### config.mk
export PLATFORM = sky130hd
export DESIGN_NAME = layer_sequencer
export DESIGN_NICKNAME = d
export VERILOG_FILES = /design/src/rtl/nn_ctrl_pkg.sv /design/src/rtl/layer_watchdog.sv /design/src/rtl/layer_sequencer.sv
export SDC_FILE = /design/constraint.sdc
export NUM_CORES = 1
export LEC_CHECK = 0
export BUFFER_PORTS_ARGS = -buffer_cell sky130_fd_sc_hd__buf_2
export CORE_MARGIN = 2
export CORE_UTILIZATION = 57
export DETAILED_ROUTE_END_ITERATION = 8
export PLACE_DENSITY = 0.92
export SYNTH_ARGS = -nofsm -noshare
export SYNTH_HDL_FRONTEND = slang
export SYNTH_SLANG_ARGS = --single-unit
export TNS_END_PERCENT = 5
### constraint.sdc
create_clock -name clk -period 3.1 [get_ports clk]
set_input_delay 0 -clock clk [delete_from_list [all_inputs] [get_ports clk]]
set_output_delay 0 -clock clk [all_outputs]
set_load 0.02 [all_outputs]
### src/rtl/nn_ctrl_pkg.sv
// nn_ctrl_pkg: sequencer state encoding and default network dimensions shared by the NN control blocks
package nn_ctrl_pkg;
    typedef enum logic [2:0] {
        LS_IDLE,
        LS_LAUNCH,
        LS_WAIT,
        LS_ADVANCE,
        LS_HOLD,
        LS_DONE,
        LS_ERROR
    } ls_state_e;
    localparam int NN_NUM_LAYERS = 3;
    localparam int NN_LAYER_W    = 2;
    localparam int NN_TIMEOUT_W  = 16;
endpackage

### src/rtl/layer_watchdog.sv
// layer_watchdog: saturating per-layer wait counter with an expiry compare (limit 0 never expires)
module layer_watchdog
    import nn_ctrl_pkg::*;
#(
    parameter int TIMEOUT_W = NN_TIMEOUT_W
) (
    input  logic                 clk,
    input  logic                 reset,
    input  logic                 clr_i,
    input  logic                 en_i,
    input  logic [TIMEOUT_W-1:0] limit_i,
    output logic                 expired_o
);
    logic [TIMEOUT_W-1:0] cnt_q, cnt_d, inc;
    // Expiry looks at the post-increment value so the limit counts WAIT cycles exactly
    assign inc       = &cnt_q ? cnt_q : cnt_q + 1'b1;
    assign cnt_d     = clr_i ? '0 : en_i ? inc : cnt_q;
    assign expired_o = en_i && (limit_i != '0) && (inc == limit_i);
    always_ff @(posedge clk) begin
        cnt_q <= reset ? '0 : cnt_d;
    end
endmodule

### src/rtl/layer_sequencer.sv
// layer_sequencer: walks the network layer by layer, launching the RAM/MAC controller under a per-layer watchdog
module layer_sequencer
    import nn_ctrl_pkg::*;
#(
    parameter int NUM_LAYERS = NN_NUM_LAYERS,
    parameter int LAYER_W    = NN_LAYER_W,
    parameter int TIMEOUT_W  = NN_TIMEOUT_W
) (
    input  logic                 clk,
    input  logic                 reset,
    input  logic                 start,
    input  logic                 abort,
    input  logic                 step_mode,
    input  logic                 step,
    input  logic                 continuous,
    input  logic [TIMEOUT_W-1:0] timeout_limit,
    input  logic                 layer_done,
    output logic                 ram_start,
    output logic [LAYER_W-1:0]   layer,
    output logic                 layer_sel,
    output logic                 busy,
    output logic                 net_done,
    output logic                 timeout_err
);
    localparam logic [LAYER_W-1:0] LAST = LAYER_W'(NUM_LAYERS - 1);
    ls_state_e          state_q, state_d;
    logic [LAYER_W-1:0] layer_q, layer_d;
    logic               err_q, err_d;
    logic               wd_expired;

    layer_watchdog #(.TIMEOUT_W(TIMEOUT_W)) u_wd (
        .clk       (clk),
        .reset     (reset),
        .clr_i     (state_q == LS_LAUNCH),
        .en_i      (state_q == LS_WAIT && !layer_done),
        .limit_i   (timeout_limit),
        .expired_o (wd_expired)
    );

    always_ff @(posedge clk) begin
        if (reset) begin
            state_q <= LS_IDLE;
            layer_q <= '0;
            err_q   <= 1'b0;
        end else begin
            state_q <= state_d;
            layer_q <= layer_d;
            err_q   <= err_d;
        end
    end

    always_comb begin
        state_d = state_q;
        layer_d = layer_q;
        err_d   = err_q;
        if (abort) begin
            state_d = LS_IDLE;
            layer_d = '0;
        end else begin
            case (state_q)
                LS_IDLE: begin
                    layer_d = '0;
                    state_d = start ? LS_LAUNCH : LS_IDLE;
                end
                LS_LAUNCH: state_d = LS_WAIT;
                LS_WAIT: begin
                    state_d = layer_done ? LS_ADVANCE : wd_expired ? LS_ERROR : LS_WAIT;
                    err_d   = err_q || (!layer_done && wd_expired);
                end
                LS_ADVANCE: begin
                    layer_d = (layer_q == LAST) ? '0 : layer_q + 1'b1;
                    state_d = (layer_q == LAST) ? LS_DONE : step_mode ? LS_HOLD : LS_LAUNCH;
                end
                LS_HOLD: state_d = step ? LS_LAUNCH : LS_HOLD;
                LS_DONE: state_d = continuous ? LS_LAUNCH : LS_IDLE;
                LS_ERROR: if (start) begin
                    err_d   = 1'b0;
                    layer_d = '0;
                    state_d = LS_LAUNCH;
                end
                default: state_d = LS_IDLE;
            endcase
        end
    end

    always_comb begin
        ram_start   = state_q == LS_LAUNCH;
        net_done    = state_q == LS_DONE;
        busy        = !(state_q == LS_IDLE || state_q == LS_ERROR);
        timeout_err = err_q;
        layer       = layer_q;
        layer_sel   = layer_q != LAST;
    end
endmodule

# Yosys cells after proc, flatten, opt, wreduce, memory -nomap -nowiden
# Cells that the tools add are included.
dict set report classes {
  n_reduce_logical 17
  n_eq_ne 10
  n_bitwise 1
  n_addsub 2
  n_mux 15
}
# cell n
set ops {}
lappend ops {{3-bit case mux with 7 select lines} 1}
lappend ops {{3-bit 2-to-1 mux} 6}
lappend ops {{16-bit by 1-bit adder with 16-bit output, second input constant} 1}
lappend ops {{16-bit == test} 1}
lappend ops {{16-bit 2-to-1 mux} 1}
lappend ops {{16-bit AND reduction} 1}
lappend ops {{16-bit nonzero test} 1}
lappend ops {{3-bit == test, second input constant} 3}
lappend ops {{3-bit by 2-bit == test with 1-bit output, second input constant} 2}
lappend ops {{2-bit case mux with 3 select lines} 1}
lappend ops {{1-bit logical AND} 4}
lappend ops {{2-bit 2-to-1 mux} 2}
lappend ops {{2-bit != test, second input constant} 2}
lappend ops {{2-bit OR reduction} 2}
lappend ops {{3-bit by 1-bit == test with 1-bit output, second input constant} 1}
lappend ops {{3-bit zero test} 1}
lappend ops {{1-bit 2-to-1 mux} 3}
lappend ops {{3-bit AND reduction} 1}
lappend ops {{3-bit nonzero test} 1}
lappend ops {{2-bit by 1-bit adder with 2-bit output, second input constant} 1}
lappend ops {{2-bit == test, second input constant} 1}
lappend ops {{1-bit zero test} 2}
lappend ops {{1-bit logical OR} 2}
lappend ops {{1-bit case mux with 2 select lines} 1}
lappend ops {{3 further kinds} 3}
dict set report word_totals {
  elab_cells 49
  inputBits 24
  regBits 22
  output_inout_bits 7
}

# Longest topological paths before layout
# Gate-level depths: netlist (run 1).
dict set report logic_depth {
  word_depth 7
  ltp_mapped 9
  depth_no_buf 8
}

# Cells and area by module
# A second synthesis (run 1) with hierarchy kept.
dict set report hier_totals {
  hier_cells 232
  area_unflattened_um2 1818.0
}
# module area_per_inst_um2 instances cells_each seq_area_each_um2
set modules_own_cells {}
lappend modules_own_cells {layer_watchdog 1376.3 1 179 320.3}
lappend modules_own_cells {layer_sequencer 441.7 1 53 120.1}

# Least setup slack after synthesis (run 1)
# No wires, ideal clock.
dict set report synth_path {
  path_kind {register to register}
  from {reg u_wd.cnt_q[0]}
  to {reg err_q, in the netlist timeout_err}
  setup_time_ns 0.088
  setup_slack_ns 0.477
  arrival_time_ns 2.535
  period_less_slack_ns 2.623
  required_time_ns 3.012
  path_buffers 0
  stages_incl_launch_ff 9
  cell_sequence {dfxtp_1 > ha_1 > nand3_2 > nor4_4 > o2111ai_1 > a211oi_1 > nand4_1 > or4_4 > o32ai_2}
}
dict set report synth_via {
  elab_chain_len 7
  word_cells_on_any_way 8
  cone_classes {add/sub: 1; eq/ne: 1; mux: 2; reduce/logical: 4}
}
# element line_no
set synth_lines {}
lappend synth_lines {{start: declaration} layer_watchdog.sv:14} ;# logic [TIMEOUT_W-1:0] cnt_q, cnt_d, inc;
lappend synth_lines {{start signal: assignment} layer_watchdog.sv:20} ;# cnt_q <= reset ? '0 : cnt_d;
lappend synth_lines {{16-bit by 1-bit adder with 16-bit output / 16-bit AND reduction (equally long branches)} layer_watchdog.sv:16} ;# assign inc = &cnt_q ? cnt_q : cnt_q + 1'b1;
lappend synth_lines {{16-bit 2-to-1 mux (*)} layer_watchdog.sv:16}
lappend synth_lines {{16-bit == test (*)} layer_watchdog.sv:18} ;# assign expired_o = en_i && (limit_i != '0) && (inc == limit_i);
lappend synth_lines {{1-bit logical AND (*)} layer_watchdog.sv:18}
lappend synth_lines {{1-bit logical AND (*)} layer_sequencer.sv:68} ;# err_d = err_q || (!layer_done && wd_expired);
lappend synth_lines {{1-bit logical OR (*)} layer_sequencer.sv:68}
lappend synth_lines {{1-bit case mux with 2 select lines (*)} layer_sequencer.sv:60} ;# case (state_q)
lappend synth_lines {{end signal: assignment} layer_sequencer.sv:48} ;# err_q <= err_d;
lappend synth_lines {{end: declaration} layer_sequencer.sv:28} ;# logic err_q, err_d;
# Mark *: on every way between the ends. The rest lies on a longest branch, timed or not.
# A chain may end at the register's enable or synchronous reset.

# Worst setup path after layout (run 1)
dict set report layout_path {
  from {reg u_wd.cnt_q[1]}
  to {reg err_q, in the netlist timeout_err}
}
# The elaborated chain is that of the path after synthesis.

==> flow_summary_export.csv, run 1 <==
group,metric,value,unit
run_status,status,"finished clean",
sta,final.min_clock_period,2.86,ns
critical_path,r2r_end,"timeout_err",
critical_path,worstRegToRegCells,8,
synthesis,synth_edf_count,0,
critical_path,cp-endpoint,"timeout_err",
floorplanning,die_h,62.3,um
place,dp.cells,320,
floorplanning,rows,21,
sta,fmax,350,MHz
synthesis,synth_most_common_cell,"nor2_1",
place,hpwlAfterDp,3.88,mm
synthesis,synth_top_cell_by_area,"dfxtp_1",
critical_path,critPathCaptureType,"register",
critical_path,required,3.33,ns
critical_path,slowest_stage,"or4_4",
critical_path,timing.critical_path.buf_inv,0,
floorplanning,die_w,62.3,um
clock_tree,clock-sinks,22,
synthesis,synth_top_area_share,22.7,%
synthesis,yosysSeqAreaShare,22.7,%
detailed_routing,ant_nets,0,
critical_path,crit_path_cell_trace,"ha_1 > nand3_2 > nor4_4 > o2111ai_1 > a211oi_1 > nand4_1 > or4_4 > o32ai_2",
synthesis,syn_nets,281,
flow_run,max_cap_viol_count,0,
detailed_routing,viasPerCell,6.41,
cells_and_area,fin_nets,306,
critical_path,path_depth,8,
detailed_routing,vias,2089,
critical_path,setup.worst_path.class,"reg2reg",
detailed_routing,drt-initial-drc-count,201,
clock_tree,cts_setup_buffers,0,
power_and_ir_drop,p_leak,0.755,nW
clock_tree,htreeDepth,1,
place,place_area,2060,sq um
global_route,antenna_found_initial,0,
cells_and_area,areaGrowthSynthToFinish,10.5,%
global_route,grtUsageTotal,26.6,%
synthesis,async_flop_share,0,%
sta,setup_viol,0,
clock_tree,cts_buffer_depth,2,
synthesis,synthCells,256,
power_and_ir_drop,power_density,275,nW/um^2
critical_path,r2r_slack,0.24,ns
power_and_ir_drop,worst_ir_drop_vdd,0.000237,V
worst_hold_path,hp-class,"in2reg",
synthesis,syn_area_per_cell,7.58,sq um
critical_path,cpPeakStageDelay,0.52,ns
critical_path,r2r_start,"u_wd.cnt_q[1]",
power_and_ir_drop,power.total,0.589,mW
detailed_routing,drtPass1Iterations,5,
clock_tree,cts-root-buf,"clkbuf_4",
sta,slew_headroom,58.0,%
sta,slew_violations,0,
synthesis,ys_seq_elements,22,
synthesis,netlist_area,1940,sq um
cells_and_area,finalNonFillerCells,326,
global_route,grt_overflow,0,
global_route,grt_max_degree,17,
synthesis,synthFlopType,"dfxtp_1",
clock_tree,cts_buffers,3,
detailed_routing,wirelength,5.13,mm
synthesis,ys.warnings.count,0,
detailed_routing,drc,0,
sta,period_share,92.1,%
global_route,grt_pass1_wl,8.48,mm
clock_tree,cts_tree,"yes",
critical_path,critPathTopFamily,"simple AND/OR/NAND/NOR gates",
clock_tree,path_clk_slew,0.13,ns
cells_and_area,diodes,0,
detailed_routing,avgRoutedWirePerCell,15.7,um
synthesis,ys_types,57,
global_route,grt_pass1_vias,1793,
floorplanning,die_area,3890,sq um
floorplanning,core-area,3310,sq um
sta,clock-skew-final,0.0112,ns
floorplanning,io_pins,31,
floorplanning,start_util,58.6,%
critical_path,crit_fanout,9,
place,gp_congestion,0.982,
sta,setup-tns-final,0,ns
synthesis,netlist_top_cells_count,"nor2_1 (26), dfxtp_1 (22), nand2_1 (20)",
sta,rsz0062_at_grt,"no",
clock_tree,clkLatencyLatePin,0.32,ns
sta,hold_viol,0,
critical_path,crit_arrival,3.09,ns
sta,worst_pin_slew,0.624,ns
cells_and_area,drive_above_1_share,20.4,%
cells_and_area,stdcell_area,2140,sq um
synthesis,yosys-top-cells-area,"dfxtp_1 (23%), xnor2_1 (7.2%), nor2_1 (5.0%)",
sta,holdWs,0.0247,ns
place,port_buffers,30,
critical_path,start_kind,"register",
critical_path,crit_start,"u_wd.cnt_q[1]",
layout by cell type, fill, tap and decap left out, types with 5 or more instances in the layout:
| master | instances |
|---|---|
| a21oi_1 | 16 |
| buf_2 | 30 |
| buf_4 | 5 |
| dfxtp_1 | 22 |
| inv_1 | 5 |
| nand2_1 | 20 |
| nand2b_1 | 5 |
| nand3_1 | 14 |
| nand4_1 | 10 |
| nor2_1 | 26 |
| nor2b_1 | 7 |
| nor3_1 | 6 |
| nor4_1 | 8 |
| o21ai_0 | 16 |
| or3_1 | 7 |
| xnor2_1 | 16 |
| xor2_1 | 7 |
stage by stage:
stage	setup WS (ns)	util (%)
after global routing	0.0289	64.7
after global placement	0.307	62.4
final	0.245	64.7
after CTS	0.169	64.6
after floorplan	0.477	-
after detailed placement	0.194	62.4
repair_timing:
item | 4_1_cts | 5_1_grt
setup endpoints to repair | 0 | 2
gates resized for setup | 0 | 1
hold buffers | 2 | 0
hold endpoints to repair | 2 | 0
layout make-up:
type                    count  area [sq um]
multi-input cells         212          1370
fillers                   312          1170
repair buffers             37           208
inverters                   5          18.8
clock buffers               3          22.5
well taps                  46          57.6
flip-flops and latches     22           440
clock inverters             1          30.0
worst min-delay path, delay by kind of cell:
kind                   cells  cell delay, ns
buffers and inverters      1            0.08
and+or+nand+nor            2            0.22
registers in the layout, indices dropped and copies added, names as in the netlist:
| name | count |
|---|---|
| layer | 2 |
| u_wd.cnt_q | 16 |
| state_q | 3 |
| timeout_err | 1 |
logic make-up after synthesis:
| kind of cell | synth area share [%] |
|---|---|
| DFF | 22.7 |
| and+or+nand+nor | 39.9 |
| AOI/OAI and AO/OA | 16.5 |
| xor gates and xnor gates | 10.4 |
| muxes | 2.71 |
| adders and majority gates | 0.645 |
| buffers and inverters | 7.16 |
worst min path at each step:
stage               startpoint     endpoint  slack [ns]  cells after the start
finish                   abort   state_q[1]        0.02                      3
detailed placement       reset  timeout_err        0.23                      2
global route             abort     layer[1]        0.02                      3
CTS                      abort   state_q[0]        0.01                      3
floorplan                reset  timeout_err        0.09                      1
global placement         reset  timeout_err        0.22                      2
layer usage:
layer / vias to the layer above / share of wire [%] / global-route usage, %
li1: 991 / - / -
met1: 951 / 43 / 36.7
met2: 128 / 45 / 44.3
met3: 19 / 9.7 / 2.72
met4: 0 / 1.8 / 7.50
met5: - / 0 / 0
report_power, final:
| group | total, mW | switching (mW) | internal [mW] |
|---|---|---|---|
| Combinational | 0.0746 | 0.0408 | 0.0338 |
| Clock | 0.227 | 0.0963 | 0.131 |
| Sequential | 0.288 | 0.00356 | 0.284 |
(Power assumes the default switching activity.)
==> run 2: changes to the inputs <==
- CELL_PAD_IN_SITES_DETAIL_PLACEMENT: default -> 0
- CELL_PAD_IN_SITES_GLOBAL_PLACEMENT: default -> 1
- CORE_UTILIZATION: 57 -> 41
- PLACE_DENSITY: 0.92 -> 0.91
==> flow_summary_export.csv, run 2 (same netlist as run 1, synthesis figures left out) <==
group,metric,value,unit
place,place_area,2070,sq um
floorplanning,die_h,72.8,um
critical_path,required,3.28,ns
critical_path,start_kind,"register",
clock_tree,cts_setup_buffers,0,
cells_and_area,stdcell_area,2160,sq um
floorplanning,core-area,4630,sq um
detailed_routing,ant_nets,0,
cells_and_area,mostFrequentLayoutCells,"buf_2 (30), nor2_1 (26), dfxtp_1 (22)",
floorplanning,rows,25,
sta,rsz0062_at_grt,"no",
cells_and_area,regArea,440,sq um
critical_path,critPathCaptureType,"register",
critical_path,crit_path_cell_trace,"ha_1 > nand3_2 > nor4_4 > o2111ai_1 > a211oi_1 > nand4_1 > or4_4 > o32ai_2",
place,port_buffers,30,
sta,hold_viol,0,
detailed_routing,drc,0,
clock_tree,cts-root-buf,"clkbuf_8",
global_route,grt_pass1_wl,8.59,mm
sta,setup_viol,0,
sta,final.min_clock_period,2.81,ns
power_and_ir_drop,p_leak,0.759,nW
critical_path,slowest_stage,"or4_4",
cells_and_area,nFillCells,469,
cells_and_area,final_common_cell,"buf_2",
clock_tree,cts_buffers,3,
power_and_ir_drop,seqPwrFrac,45.0,%
clock_tree,cts_tree,"yes",
power_and_ir_drop,p_sw_share,22.6,%
clock_tree,clock-sinks,22,
sta,slew_headroom,50.0,%
sta,period_share,90.5,%
global_route,grt_overflow,0,
flow_run,max_cap_viol_count,0,
sta,finalWorstSetupSlack,0.294,ns
global_route,met3_usage,4.01,%
critical_path,critPathTopFamily,"simple AND/OR/NAND/NOR gates",
power_and_ir_drop,p_clk_share,42.9,%
place,gp_congestion,0.964,
power_and_ir_drop,p_int,0.490,mW
global_route,busiest_layer,"met2",
clock_tree,htreeDepth,1,
detailed_routing,wirelength,5.24,mm
global_route,grt_pass1_vias,1777,
global_route,grtUsageTotal,20.7,%
detailed_routing,viasPerCell,5.95,
power_and_ir_drop,power_density,293,nW/um^2
detailed_routing,drtPass1Iterations,4,
floorplanning,die_w,72.8,um
power_and_ir_drop,power.total,0.633,mW
floorplanning,io_pins,31,
clock_tree,path_clk_slew,0.08,ns
worst_hold_path,hp-class,"in2reg",
sta,holdWs,0.0649,ns
sta,fmax,356,MHz
cells_and_area,drive_above_1_share,20.1,%
global_route,antenna_found_initial,0,
clock_tree,holdBufCountCts,1,
power_and_ir_drop,worst_ir_drop_vdd,0.000203,V
critical_path,cpPeakStageDelay,0.52,ns
clock_tree,clkLatencyLatePin,0.26,ns
detailed_routing,avgRoutedWirePerCell,15.7,um
cells_and_area,fin_nets,305,
floorplanning,die_area,5300,sq um
floorplanning,start_util,41.9,%
global_route,use_met1,28.8,%
critical_path,timing.critical_path.buf_inv,0,
sta,slew_violations,0,
place,post-place-ws,0.339,ns
sta,clock-skew-final,0.00480,ns
global_route,grt_max_degree,17,
power_and_ir_drop,combPwrFrac,12.1,%
cells_and_area,diodes,0,
critical_path,setup.worst_path.class,"reg2reg",
detailed_routing,drt-initial-drc-count,175,
cells_and_area,largest_reg_flops,16,
global_route,met2_usage,31.6,%
clock_tree,cts_buffer_depth,2,
cells_and_area,areaGrowthSynthToFinish,11.2,%
detailed_routing,vias,1981,
cells_and_area,multi_input_area,1360,sq um
critical_path,crit_arrival,2.99,ns
cells_and_area,top_register,"u_wd.cnt_q",
critical_path,crit_fanout,9,
run_status,status,"finished clean",
power_and_ir_drop,switchingPower,0.143,mW
place,hpwlAfterDp,4.03,mm
sta,setup-tns-final,0,ns
sta,worst_pin_slew,0.744,ns
clock_tree,cts_resized,0,
[run 2: cell types whose count changed in the layout (fill, tap and decap cells not counted), sizes merged]
cell | before | now
dlygate4sd3 | 2 | 1
[run 2: metrics by stage]
step           instances  util (%)
2_1_floorplan        256         -
3_3_place_gp         328      44.8
3_5_place_dp         328      44.8
4_1_cts              333      46.6
5_1_grt              333      46.6
6_report             333      46.6
[run 2: routing by layer]
metal | share of wire (%) | vias to the layer above
met3 | 5.7 | 10
met4 | 2.2 | 0
met1 | 46 | 917
li1 | - | 985
met2 | 46 | 69
met5 | 0 | -
[run 2: final timing paths]
path / slack (ns) / startpoint / to / cells past startpoint
setup / recovery: 0.29 / u_wd.cnt_q[0] / timeout_err / 8
setup reg to reg: 0.29 / u_wd.cnt_q[0] / timeout_err / 8
hold / removal: 0.06 / start / state_q[1] / 4
hold reg to reg: 0.50 / timeout_err / timeout_err / 2
[run 2: power by group through the flow]
stage / Sequential [mW] / Clock, mW / Combinational [mW]
floorplan: 0.291 / 0 / 0.0413
global placement: 0.291 / 0 / 0.0752
detailed placement: 0.291 / 0 / 0.0746
CTS: 0.285 / 0.280 / 0.0760
global route: 0.285 / 0.288 / 0.0844
finish: 0.285 / 0.272 / 0.0764
[run 2: layout make-up]
cell class	count	share of cell area, %
clock buffer	3	1.92
clock inverter	1	1.39
inverter	5	0.871
multi-input combinational	212	63.1
sequential	22	20.4
tap	54	3.13
timing repair buffer	36	9.17
[run 2: worst register-to-register path: cells and delay by family, from the launching register on]
family,cells,cell delay [ns]
adders and majority gates,1,0.33
AOI/OAI and AO/OA,3,0.69
and+or+nand+nor,4,1.24
DFF,1,0.46
